--- config.mk ---
export PLATFORM = sky130hd
export DESIGN_NAME = adc_chan_avg_flat
export DESIGN_NICKNAME = d
export VERILOG_FILES = /design/src/rtl/adc_avg_pkg.sv /design/src/rtl/adc_chan_avg_if.sv /design/src/rtl/adc_avg_slot.sv /design/src/rtl/adc_chan_avg.sv /design/src/flat_wrapper.sv
export SDC_FILE = /design/constraint.sdc
export NUM_CORES = 1
export LEC_CHECK = 0
export CAP_MARGIN = 5
export CORE_MARGIN = 3
export CORE_UTILIZATION = 60
export DETAILED_ROUTE_END_ITERATION = 8
export GPL_TIMING_DRIVEN = 0
export PLACE_DENSITY = 0.81
export REMOVE_ABC_BUFFERS = 1
export SLEW_MARGIN = 20
export SYNTH_ARGS = -nofsm -noshare
export SYNTH_HDL_FRONTEND = slang
export SYNTH_HIERARCHICAL = 1
export SYNTH_SLANG_ARGS = --single-unit
--- constraint.sdc ---
create_clock -name clk_core -period 5.37 [get_ports clk_core]
set_clock_uncertainty 0.15 [all_clocks]
set_input_delay 0.8055 -clock clk_core [delete_from_list [all_inputs] [get_ports clk_core]]
set_output_delay 0.8055 -clock clk_core [all_outputs]
set_load 0.01 [all_outputs]
--- src/rtl/adc_avg_pkg.sv ---
// rtl/adc_avg_pkg.sv - shared constants, slot map and FSM state type for adc_chan_avg
package adc_avg_pkg;

  localparam int NUM_SLOTS = 5;
  localparam int SAMPLE_W  = 12;
  localparam int CHAN_W    = 5;

  // Sequencer channel numbers that own an averaging slot
  localparam logic [CHAN_W-1:0] SLOT0_CH = 5'd1;
  localparam logic [CHAN_W-1:0] SLOT1_CH = 5'd2;
  localparam logic [CHAN_W-1:0] SLOT2_CH = 5'd3;
  localparam logic [CHAN_W-1:0] SLOT3_CH = 5'd4;
  localparam logic [CHAN_W-1:0] SLOT4_CH = 5'd6;

  // Sticky error bit positions
  localparam int ERR_DISCARD    = 0;
  localparam int ERR_SOP_IN_PKT = 1;
  localparam int ERR_NO_SOP     = 2;

  typedef enum logic [1:0] {
    ST_IDLE     = 2'd0,
    ST_WAIT_SOP = 2'd1,
    ST_IN_PKT   = 2'd2
  } avg_state_e;

  typedef struct packed {
    logic       hit;
    logic [2:0] idx;
  } slot_map_t;

  // Channel number to slot index; unmapped channels return hit=0
  function automatic slot_map_t chan_to_slot(input logic [CHAN_W-1:0] ch);
    slot_map_t m;
    m.hit = 1'b1;
    m.idx = 3'd0;
    case (ch)
      SLOT0_CH: m.idx = 3'd0;
      SLOT1_CH: m.idx = 3'd1;
      SLOT2_CH: m.idx = 3'd2;
      SLOT3_CH: m.idx = 3'd3;
      SLOT4_CH: m.idx = 3'd4;
      default:  m.hit = 1'b0;
    endcase
    return m;
  endfunction

endpackage

--- src/rtl/adc_chan_avg_if.sv ---
// rtl/adc_chan_avg_if.sv - ADC sequencer response stream (no backpressure)
interface adc_chan_avg_if;
  logic                                valid;
  logic [adc_avg_pkg::CHAN_W-1:0]      channel;
  logic [adc_avg_pkg::SAMPLE_W-1:0]    data;
  logic                                startofpacket;
  logic                                endofpacket;

  modport master (
    output valid, channel, data, startofpacket, endofpacket
  );

  modport slave (
    input valid, channel, data, startofpacket, endofpacket
  );
endinterface

--- src/rtl/adc_avg_slot.sv ---
// rtl/adc_avg_slot.sv - one averaging slot: stage, seen bit, accumulator, scaled output (ADC_AVG_ROUND_EN selects rounding)
module adc_avg_slot
  import adc_avg_pkg::*;
#(
  parameter int AVG_LOG2 = 3
) (
  input  logic                clk_core,
  input  logic                reset,
  input  logic                flush,
  input  logic                restart,
  input  logic                pkt_end,
  input  logic                load,
  input  logic                commit,
  input  logic                publish,
  input  logic [SAMPLE_W-1:0] data,
  output logic                seen,
  output logic [SAMPLE_W-1:0] avg
);

  // Holds at most 2^AVG_LOG2 - 1 committed samples plus the one in flight
  localparam int AW = SAMPLE_W + AVG_LOG2;

  logic [SAMPLE_W-1:0] stage_q, stage_d, stage_nxt;
  logic [SAMPLE_W-1:0] avg_q, avg_d;
  logic                seen_q, seen_d;
  logic [AW-1:0]       acc_q, acc_d, sum;
`ifdef ADC_AVG_ROUND_EN
  logic [AW:0]         rounded;
`endif

  // Commit uses the sample arriving on the EOP beat itself, hence stage_nxt
  always_comb begin
    stage_nxt = load ? data : stage_q;
    sum       = acc_q + AW'(stage_nxt);
`ifdef ADC_AVG_ROUND_EN
    rounded   = {1'b0, sum} + ((AW+1)'(1) << (AVG_LOG2 - 1));
    avg_d     = publish ? SAMPLE_W'(rounded >> AVG_LOG2) : avg_q;
`else
    avg_d     = publish ? SAMPLE_W'(sum >> AVG_LOG2) : avg_q;
`endif
    stage_d   = flush ? '0 : stage_nxt;
    seen_d    = (flush || pkt_end) ? 1'b0 : ((seen_q & ~restart) | load);
    acc_d     = acc_q;
    if (flush || publish) begin
      acc_d = '0;
    end else if (commit) begin
      acc_d = sum;
    end
  end

  // Slot state registers; the published average survives flush
  always_ff @(posedge clk_core) begin
    if (reset) begin
      stage_q <= '0;
      seen_q  <= 1'b0;
      acc_q   <= '0;
      avg_q   <= '0;
    end else begin
      stage_q <= stage_d;
      seen_q  <= seen_d;
      acc_q   <= acc_d;
      avg_q   <= avg_d;
    end
  end

  assign seen = seen_q;
  assign avg  = avg_q;

endmodule

--- src/rtl/adc_chan_avg.sv ---
// rtl/adc_chan_avg.sv - packet-framed per-channel ADC averager (ADC_AVG_ROUND_EN enables round-half-up)
module adc_chan_avg
  import adc_avg_pkg::*;
#(
  parameter int AVG_LOG2 = 3  // legal 1..6
) (
  input  logic                clk_core,
  input  logic                reset,
  input  logic                enable,
  adc_chan_avg_if.slave       rsp,
  input  logic                err_clr,
  output logic [SAMPLE_W-1:0] avg_ch0,
  output logic [SAMPLE_W-1:0] avg_ch1,
  output logic [SAMPLE_W-1:0] avg_ch2,
  output logic [SAMPLE_W-1:0] avg_ch3,
  output logic [SAMPLE_W-1:0] avg_ch4,
  output logic                avg_valid,
  output logic [7:0]          avg_seq,
  output logic [2:0]          err
);

  avg_state_e            state_q, state_d;
  logic                  bad_q, bad_d;
  logic [AVG_LOG2-1:0]   cnt_q, cnt_d;
  logic [2:0]            err_q, err_d;
  logic [7:0]            seq_q, seq_d;
  logic                  valid_q, valid_d;

  logic                  flush, restart, take, pkt_end, commit, publish, bad_now;
  logic [NUM_SLOTS-1:0]  load, seen, eff_seen, mask;
  slot_map_t             map;
  logic [SAMPLE_W-1:0]   avg_vec [NUM_SLOTS];

  // Framing FSM next-state plus slot strobes for the current beat
  always_comb begin
    state_d  = state_q;
    bad_d    = bad_q;
    cnt_d    = cnt_q;
    seq_d    = seq_q;
    valid_d  = 1'b0;
    err_d    = err_clr ? '0 : err_q;
    flush    = 1'b0;
    restart  = 1'b0;
    take     = 1'b0;
    pkt_end  = 1'b0;
    commit   = 1'b0;
    publish  = 1'b0;
    bad_now  = 1'b0;
    load     = '0;
    eff_seen = '0;
    mask     = '0;
    map      = chan_to_slot(rsp.channel);

    if (!enable) begin
      state_d = ST_IDLE;
      flush   = 1'b1;
    end else begin
      case (state_q)
        ST_IDLE: begin
          state_d = ST_WAIT_SOP;
          flush   = 1'b1;
        end
        ST_WAIT_SOP: begin
          if (rsp.valid) begin
            if (rsp.startofpacket) begin
              restart = 1'b1;
              take    = 1'b1;
            end else begin
              err_d[ERR_NO_SOP] = 1'b1;
            end
          end
        end
        ST_IN_PKT: begin
          if (rsp.valid) begin
            take = 1'b1;
            if (rsp.startofpacket) begin
              restart               = 1'b1;
              err_d[ERR_SOP_IN_PKT] = 1'b1;
            end
          end
        end
        default: state_d = ST_IDLE;
      endcase
    end

    // A restart forgets the partial packet before this beat is applied
    if (take) begin
      eff_seen = restart ? '0 : seen;
      bad_now  = restart ? 1'b0 : bad_q;
      if (map.hit) begin
        if (eff_seen[map.idx]) begin
          bad_now = 1'b1;
        end else begin
          load[map.idx] = 1'b1;
        end
      end
      mask = eff_seen | load;
      if (rsp.endofpacket) begin
        pkt_end = 1'b1;
        state_d = ST_WAIT_SOP;
        bad_d   = 1'b0;
        if ((&mask) && !bad_now) begin
          commit = 1'b1;
          if (&cnt_q) begin
            publish = 1'b1;
            cnt_d   = '0;
            seq_d   = seq_q + 8'd1;
            valid_d = 1'b1;
          end else begin
            cnt_d = cnt_q + AVG_LOG2'(1);
          end
        end else begin
          err_d[ERR_DISCARD] = 1'b1;
        end
      end else begin
        state_d = ST_IN_PKT;
        bad_d   = bad_now;
      end
    end

    if (flush) begin
      cnt_d = '0;
      bad_d = 1'b0;
    end
  end

  // Control and output registers
  always_ff @(posedge clk_core) begin
    if (reset) begin
      state_q <= ST_IDLE;
      bad_q   <= 1'b0;
      cnt_q   <= '0;
      err_q   <= '0;
      seq_q   <= '0;
      valid_q <= 1'b0;
    end else begin
      state_q <= state_d;
      bad_q   <= bad_d;
      cnt_q   <= cnt_d;
      err_q   <= err_d;
      seq_q   <= seq_d;
      valid_q <= valid_d;
    end
  end

  for (genvar s = 0; s < NUM_SLOTS; s++) begin : g_slot
    adc_avg_slot #(
      .AVG_LOG2 (AVG_LOG2)
    ) u_slot (
      .clk_core (clk_core),
      .reset    (reset),
      .flush    (flush),
      .restart  (restart),
      .pkt_end  (pkt_end),
      .load     (load[s]),
      .commit   (commit),
      .publish  (publish),
      .data     (rsp.data),
      .seen     (seen[s]),
      .avg      (avg_vec[s])
    );
  end

  assign avg_ch0   = avg_vec[0];
  assign avg_ch1   = avg_vec[1];
  assign avg_ch2   = avg_vec[2];
  assign avg_ch3   = avg_vec[3];
  assign avg_ch4   = avg_vec[4];
  assign avg_valid = valid_q;
  assign avg_seq   = seq_q;
  assign err       = err_q;

endmodule

--- src/flat_wrapper.sv ---
// flat-port wrapper written by rule: the top's interface ports become plain ports
module adc_chan_avg_flat import adc_avg_pkg::*;
#(
  parameter int AVG_LOG2 = 3               
)
  (clk_core, reset, enable, err_clr, avg_ch0, avg_ch1, avg_ch2, avg_ch3, avg_ch4, avg_valid, avg_seq, err, rsp_valid, rsp_channel, rsp_data, rsp_startofpacket, rsp_endofpacket);
  adc_chan_avg_if rsp_i ();
  input  logic clk_core;
  input  logic reset;
  input  logic enable;
  input  logic err_clr;
  output logic [SAMPLE_W-1:0] avg_ch0;
  output logic [SAMPLE_W-1:0] avg_ch1;
  output logic [SAMPLE_W-1:0] avg_ch2;
  output logic [SAMPLE_W-1:0] avg_ch3;
  output logic [SAMPLE_W-1:0] avg_ch4;
  output logic avg_valid;
  output logic [7:0] avg_seq;
  output logic [2:0] err;
  input wire logic [$bits(rsp_i.valid)-1:0] rsp_valid;
  input wire logic [$bits(rsp_i.channel)-1:0] rsp_channel;
  input wire logic [$bits(rsp_i.data)-1:0] rsp_data;
  input wire logic [$bits(rsp_i.startofpacket)-1:0] rsp_startofpacket;
  input wire logic [$bits(rsp_i.endofpacket)-1:0] rsp_endofpacket;
  assign rsp_i.valid = rsp_valid;
  assign rsp_i.channel = rsp_channel;
  assign rsp_i.data = rsp_data;
  assign rsp_i.startofpacket = rsp_startofpacket;
  assign rsp_i.endofpacket = rsp_endofpacket;
  adc_chan_avg #(.AVG_LOG2(AVG_LOG2)) u_core (.clk_core(clk_core), .reset(reset), .enable(enable), .rsp(rsp_i), .err_clr(err_clr), .avg_ch0(avg_ch0), .avg_ch1(avg_ch1), .avg_ch2(avg_ch2), .avg_ch3(avg_ch3), .avg_ch4(avg_ch4), .avg_valid(avg_valid), .avg_seq(avg_seq), .err(err));
endmodule
Word-level counts from Yosys, hierarchy flattened:

Cells that the tools add are included.

* memory bits (writable): 0
* output and inout bits: 72
* memory bits (read-only): 0
* input port bits: 24
* latch bits: 0
* register bits: 218
* memories kept: 0

* divide/modulo/power cells: 0
* $lt $le $gt $ge: 2
* muxes and demuxes: 55
* eq/ne operators: 8
* bitwise gates (word level): 12
* reduce and logical (&&, ||, !) cells: 15
* shift operators: 0
* $add $sub $neg: 7
* multipliers: 0

Operators with widths (count)
* 15-bit by 12-bit adder with 15-bit output: 5
* 12-bit 2-to-1 mux: 5
* 1-bit 2-to-1 mux: 34
* 5-bit 2-to-1 mux: 5
* 3-bit case mux with 4 select lines: 1
* 5-bit by 2-bit == test with 1-bit output, second input constant: 2
* 5-bit by 3-bit == test with 1-bit output, second input constant: 2
* 8-bit by 1-bit adder with 8-bit output, second input constant: 1
* 2-bit 2-to-1 mux: 4
* 2-bit OR reduction: 4
* 3-bit 2-to-1 mux: 2
* 3-bit AND reduction: 2
* 6-bit AND reduction: 1
* 1-bit bitwise AND: 5
* 5-bit by 1-bit == test with 1-bit output, second input constant: 1
* 1-bit OR: 5
* 5-bit OR: 1
* 5-bit AND reduction: 1
* 5-bit OR reduction: 1
* 3-bit by 4-bit less-than comparator with 1-bit output, second input constant: 1
* 2-bit case mux with 2 select lines: 1
* 3-bit by 1-bit adder with 3-bit output, second input constant: 1
* 1-bit binary-select mux with 3-bit select: 1
* 1-bit demux with 3-bit select: 1
* other kinds (10): 12

Longest topological paths before layout:

* depth after elaboration: 18
* depth in mapped cells: 18
* depth with buffers taken out: 17

By module:

Netlist, hierarchy kept.

Modules (own cells, without submodules)
* adc_avg_slot at u_core.g_slot[1].u_slot ...: area an instance 2322.2 um^2, sequential area each 800.8 um^2, cells each 275, instances 3
* adc_avg_slot at u_core.g_slot[0].u_slot ...: area an instance 2323.5 um^2, sequential area each 800.8 um^2, cells each 275, instances 2
* adc_chan_avg: area an instance 1266.2 um^2, sequential area each 360.3 um^2, cells each 150, instances 1

Worst setup path after synthesis:

No wires, ideal clock.

* path type: input -> register
* start: in rsp_channel[3]
* end: reg u_core.g_slot[1].u_slot.avg_q[6]
* cell stages on the path: 15
* data arrival time: 4700 ps
* slack: 424 ps
* cells stage by stage: or2_1 -> buf_6 -> o31a_2 -> o2111a_1 -> nor2_1 -> nand4_1 -> nor3_1 -> buf_1 -> mux2_2 -> ha_1 -> a21o_1 -> a31o_2 -> o21ba_1 -> or4_1 -> o311ai_1

RTL lines
* from (decl): line flat_wrapper.sv:21 `input wire logic [$bits(rsp_i.channel)-1:0] rsp_channel;`
* 5-bit by 3-bit == test with 1-bit output / 5-bit by 2-bit == test with 1-bit output (equally long branches): line adc_avg_pkg.sv:36 `case (ch)`
* 3-bit case mux with 4 select lines: line adc_avg_pkg.sv:36
* 3-bit by 4-bit less-than comparator with 1-bit output (not written as such) / 3-bit by 1-bit >= comparator with 1-bit output (equally long branches): line adc_chan_avg.sv:94 `load[map.idx] = 1'b1;`
* 1-bit logical AND (not written as such): line adc_chan_avg.sv:94
* 1-bit 2-to-1 mux (not written as such): line adc_chan_avg.sv:94
* 1-bit demux with 3-bit select
* 5-bit 2-to-1 mux: line adc_chan_avg.sv:91 `if (eff_seen[map.idx]) begin`
* 5-bit 2-to-1 mux *: line adc_chan_avg.sv:90 `if (map.hit) begin`
* 5-bit 2-to-1 mux * (2 in a row): line adc_chan_avg.sv:87 `if (take) begin`
* via u_core.load[1]: line adc_chan_avg.sv:30 `logic [NUM_SLOTS-1:0] load, seen, eff_seen, mask;`
* 12-bit 2-to-1 mux *: line adc_avg_slot.sv:33 `stage_nxt = load ? data : stage_q;`
* via u_core.g_slot[1].u_slot.stage_nxt[4]: line adc_avg_slot.sv:23 `logic [SAMPLE_W-1:0] stage_q, stage_d, stage_nxt;`
* 15-bit by 12-bit adder with 15-bit output *: line adc_avg_slot.sv:34 `sum = acc_q + AW'(stage_nxt);`
* to (signal assigned): line adc_avg_slot.sv:62 `avg_q <= avg_d;`
* to (decl): line adc_avg_slot.sv:24 `logic [SAMPLE_W-1:0] avg_q, avg_d;`

The timed path passes the listed nets; every way through them passes the cells marked *. The select of a mux whose other input is x is not followed.
A chain may end at the register's enable or synchronous reset.

Worst setup path after layout:

* start: in rsp_channel[3]
* end: reg u_core.g_slot[1].u_slot.avg_q[10]

The elaborated chain is that of the path after synthesis.

==> metrics.txt <==
worst-skew pair later-pin latency=about 530 ps; total of max-cap violations=0; commonest non-fill, non-tap cell in the layout=dfxtp_1; WL/cell=between 15 and 20 um; Final Max Tran Viols=0; Pre-antenna DRT Iters=5; Hold Path Class=flip-flop to flip-flop; Crit path max-delay family=compound AO/OA/AOI/OAI gates; outcome=completed; Crit path depth=16; synthesized area=0.0129 sq mm; Final GP Congestion=0.917; share of layout cells above drive strength 1=0.113; Final Cycle Share=0.973; Min Hold Slack=313 ps; CP Launch Type=input pin; leakage power=5.61 nW; clk root buf=clkbuf_16; highest-delay cell along the critical path=clkdlybuf4s50_1; flops & latches, synth=around 220; Post-synth EDFFs=0; synth top area cells=dfxtp_1 (34%), ha_1 (6.4%), mux2_2 (5.6%), a21oi_1 (5.2%), nor2b_1 (3.4%); Antenna diodes=0; worst hold stages=2; WP data required=around 5600 ps; power density cells=235 mW/mm^2; post-synth top area share=0.339; Die Ht=around 150 um; Seq/Total Area, Yosys=0.339; CP max FO=8; # setup viols final=0; synth warn=6; Final Instance Area=between 0.015 and 0.02 sq mm; Critical Path, Cell by Cell=clkdlybuf4s50_1 -> or2_1 -> o31a_2 -> o2111a_1 -> nor2_1 -> nand4_1 -> buf_4 -> nor3_4 -> buf_4 -> mux2_2 -> ha_1 -> a21oi_1 -> o21ai_2 -> a211oi_1 -> a21oi_1 -> mux2_2; die area=approximately 0.023 sq mm; ys flop type=dfxtp_1; Post-synth ARST share=0; final design utilization=0.729; slowest stage delay, CP=around 470 ps; CTS Hold Bufs=0; largest net degree at the start of global routing=between 70 and 80; CTS Buffer Depth=3; pre-CTS setup slack=-806 ps; initial antenna violation count=0; post-synth cell types=74; drc violations=0; CP arrival=about 5500 ps; final hold viol count=0; Reg2Reg Depth=17; fill cell count=~1,600; Site Rows=between 50 and 60; Final ANT Viol Nets=0; worst path bufs/invs=3; DR iter-0 viols=roughly 1,100; fmax=about 0.19 GHz; die outline width=about 150 um; GR Overflow Total=0; # IOs=96; worst-margin pin slew=approximately 900 ps; most frequent cells in the layout=dfxtp_1 (218), a21oi_1 (133), nand2_1 (113); H-tree depth=1; Cell Count, Final, Fillers Out=between 1,500 and 2,000; endpoint class of the critical path=flip-flop; syn avg cell area=roughly 8.4 sq um; Max IR drop VDD=approximately 0.00023 V; first-pass GRT wire length=between 50,000 and 60,000 um; Yosys top cell by area=dfxtp_1; Final Net Count=between 1,500 and 2,000; placed cell count=between 1,500 and 2,000; Vias/cell=around 6.4; total number of vias=approximately 12,000; Crit Path Class=input pin to flip-flop; total CTS buffers=25; Slew headroom=0.401; final setup margin=between 100 and 150 ps; Tmin final=roughly 5200 ps; DP HPWL=22,400 um; Initial Util=0.623; clock slew at reported path FFs=60 ps; vias in the first global route=~11,000; global-route usage over all layers=0.270; final wirelength=about 34,000 um; CTS sink count=218; Mapped Cells=roughly 1,500; IO buf count=95; core area=roughly 0.021 sq mm; CTS tree=built; placed instance area=0.0140 sq mm; area grow syn2layout=17.1%
-- worst reg2reg max path, cell delays in order (launching register included) --
cell and delay, ps:
dfxtp_1 370, inv_1 80, ha_1 340, nand4_1 290
inv_1 330, o31ai_2 190, nor2_1 190, nand4_1 120
buf_4 200, nor3_4 280, buf_4 230, mux2_2 360
ha_1 390, a21oi_1 460, o21ai_2 180, a211oi_1 340
a21oi_1 140, mux2_2 290
-- through the flow --
stage / setup TNS (ps) / total power, mW
CTS: -262 / 3.57
global route: -430 / 3.64
global placement: -794870 / 1.74
floorplan: -229950 / 1.68
detailed placement: -39430 / 1.74
finish: 0 / 3.55
-- kinds of logic after synthesis --
logic type / share of synthesized area
mux: 0.0886
buf+inv: 0.0422
xor+xnor: 0.00816
compound gates: 0.209
simple gates: 0.242
fa+ha+maj: 0.0719
flops: 0.339
-- cell type report --
cell class / count / area (sq um) / share of cell area
timing repair buffer: 119 / 1200 / 0.0795
clock inverter: 13 / 203 / 0.0134
multi-input combinational: 1174 / 8060 / 0.534
clock buffer: 31 / 688 / 0.0456
sequential: 218 / 4360 / 0.289
inverter: 62 / 233 / 0.0154
tap: 270 / 338 / 0.0224
-- final timing paths --
check	start	end	slack, ps
worst max-delay path	rsp_channel[3]	u_core/g_slot[1].u_slot/avg[10]	140
worst min-delay path	u_core/g_slot[0].u_slot/avg[3]	u_core/g_slot[0].u_slot/avg[3]	310
worst max register to register	u_core/state_q[1]	u_core/g_slot[1].u_slot/avg[10]	330
worst min register to register	u_core/g_slot[0].u_slot/avg[3]	u_core/g_slot[0].u_slot/avg[3]	310
-- registers in the layout, indices dropped and copies added, names as in the netlist --
| register | flops |
|---|---|
| u_core/g_slot.u_slot/seen | 5 |
| u_core/g_slot.u_slot/acc_q | 75 |
| u_core/cnt_q | 3 |
| u_core/state_q | 2 |
| u_core/avg_valid | 1 |
| u_core/g_slot.u_slot/avg | 60 |
| u_core/avg_seq | 8 |
| u_core/err | 3 |
| u_core/bad_q | 1 |
| u_core/g_slot.u_slot/stage_q | 60 |
-- metal layers --
| metal | track usage | share of wire |
|---|---|---|
| met5 | 0 | 0 |
| met4 | 0.0709 | 0.024 |
| met2 | 0.454 | 0.47 |
| met3 | 0.0321 | 0.060 |
| met1 | 0.370 | 0.45 |
-- cell usage after synthesis (all sizes together), types with 8 or more instances --
| cell type | count |
|---|---|
| a211oi | 28 |
| nand2 | 113 |
| buf | 27 |
| a21o | 28 |
| ha | 66 |
| or4 | 10 |
| or3 | 39 |
| nand4 | 28 |
| nor3 | 59 |
| o211ai | 9 |
| a22oi | 8 |
| nand4b | 12 |
| dfxtp | 218 |
| mux2i | 42 |
| inv | 59 |
| o21ai | 66 |
| clkbuf | 45 |
| a31oi | 19 |
| mux2 | 64 |
| nand3 | 84 |
| a32oi | 10 |
| nand2b | 29 |
| o311ai | 11 |
| o21a | 12 |
| xnor2 | 12 |
| nor2b | 71 |
| nor3b | 11 |
| nor2 | 84 |
| and3 | 18 |
| o2111ai | 15 |
| a21oi | 134 |
-- timing repair --
item,CTS,global route
gates cloned,0,1
setup buffers,0,12
hold endpoints to repair,0,0
setup endpoints to repair,26,68
resized for setup,5,8
pin swaps,0,3
-- power breakdown --
part | switching [mW] | leakage, nW | internal, mW
sequential | 0.000316 | 1.75 | 1.62
combinational | 0.0621 | 3.42 | 0.0274
clock | 0.696 | 0.434 | 1.15
(Power assumes the default switching activity.)
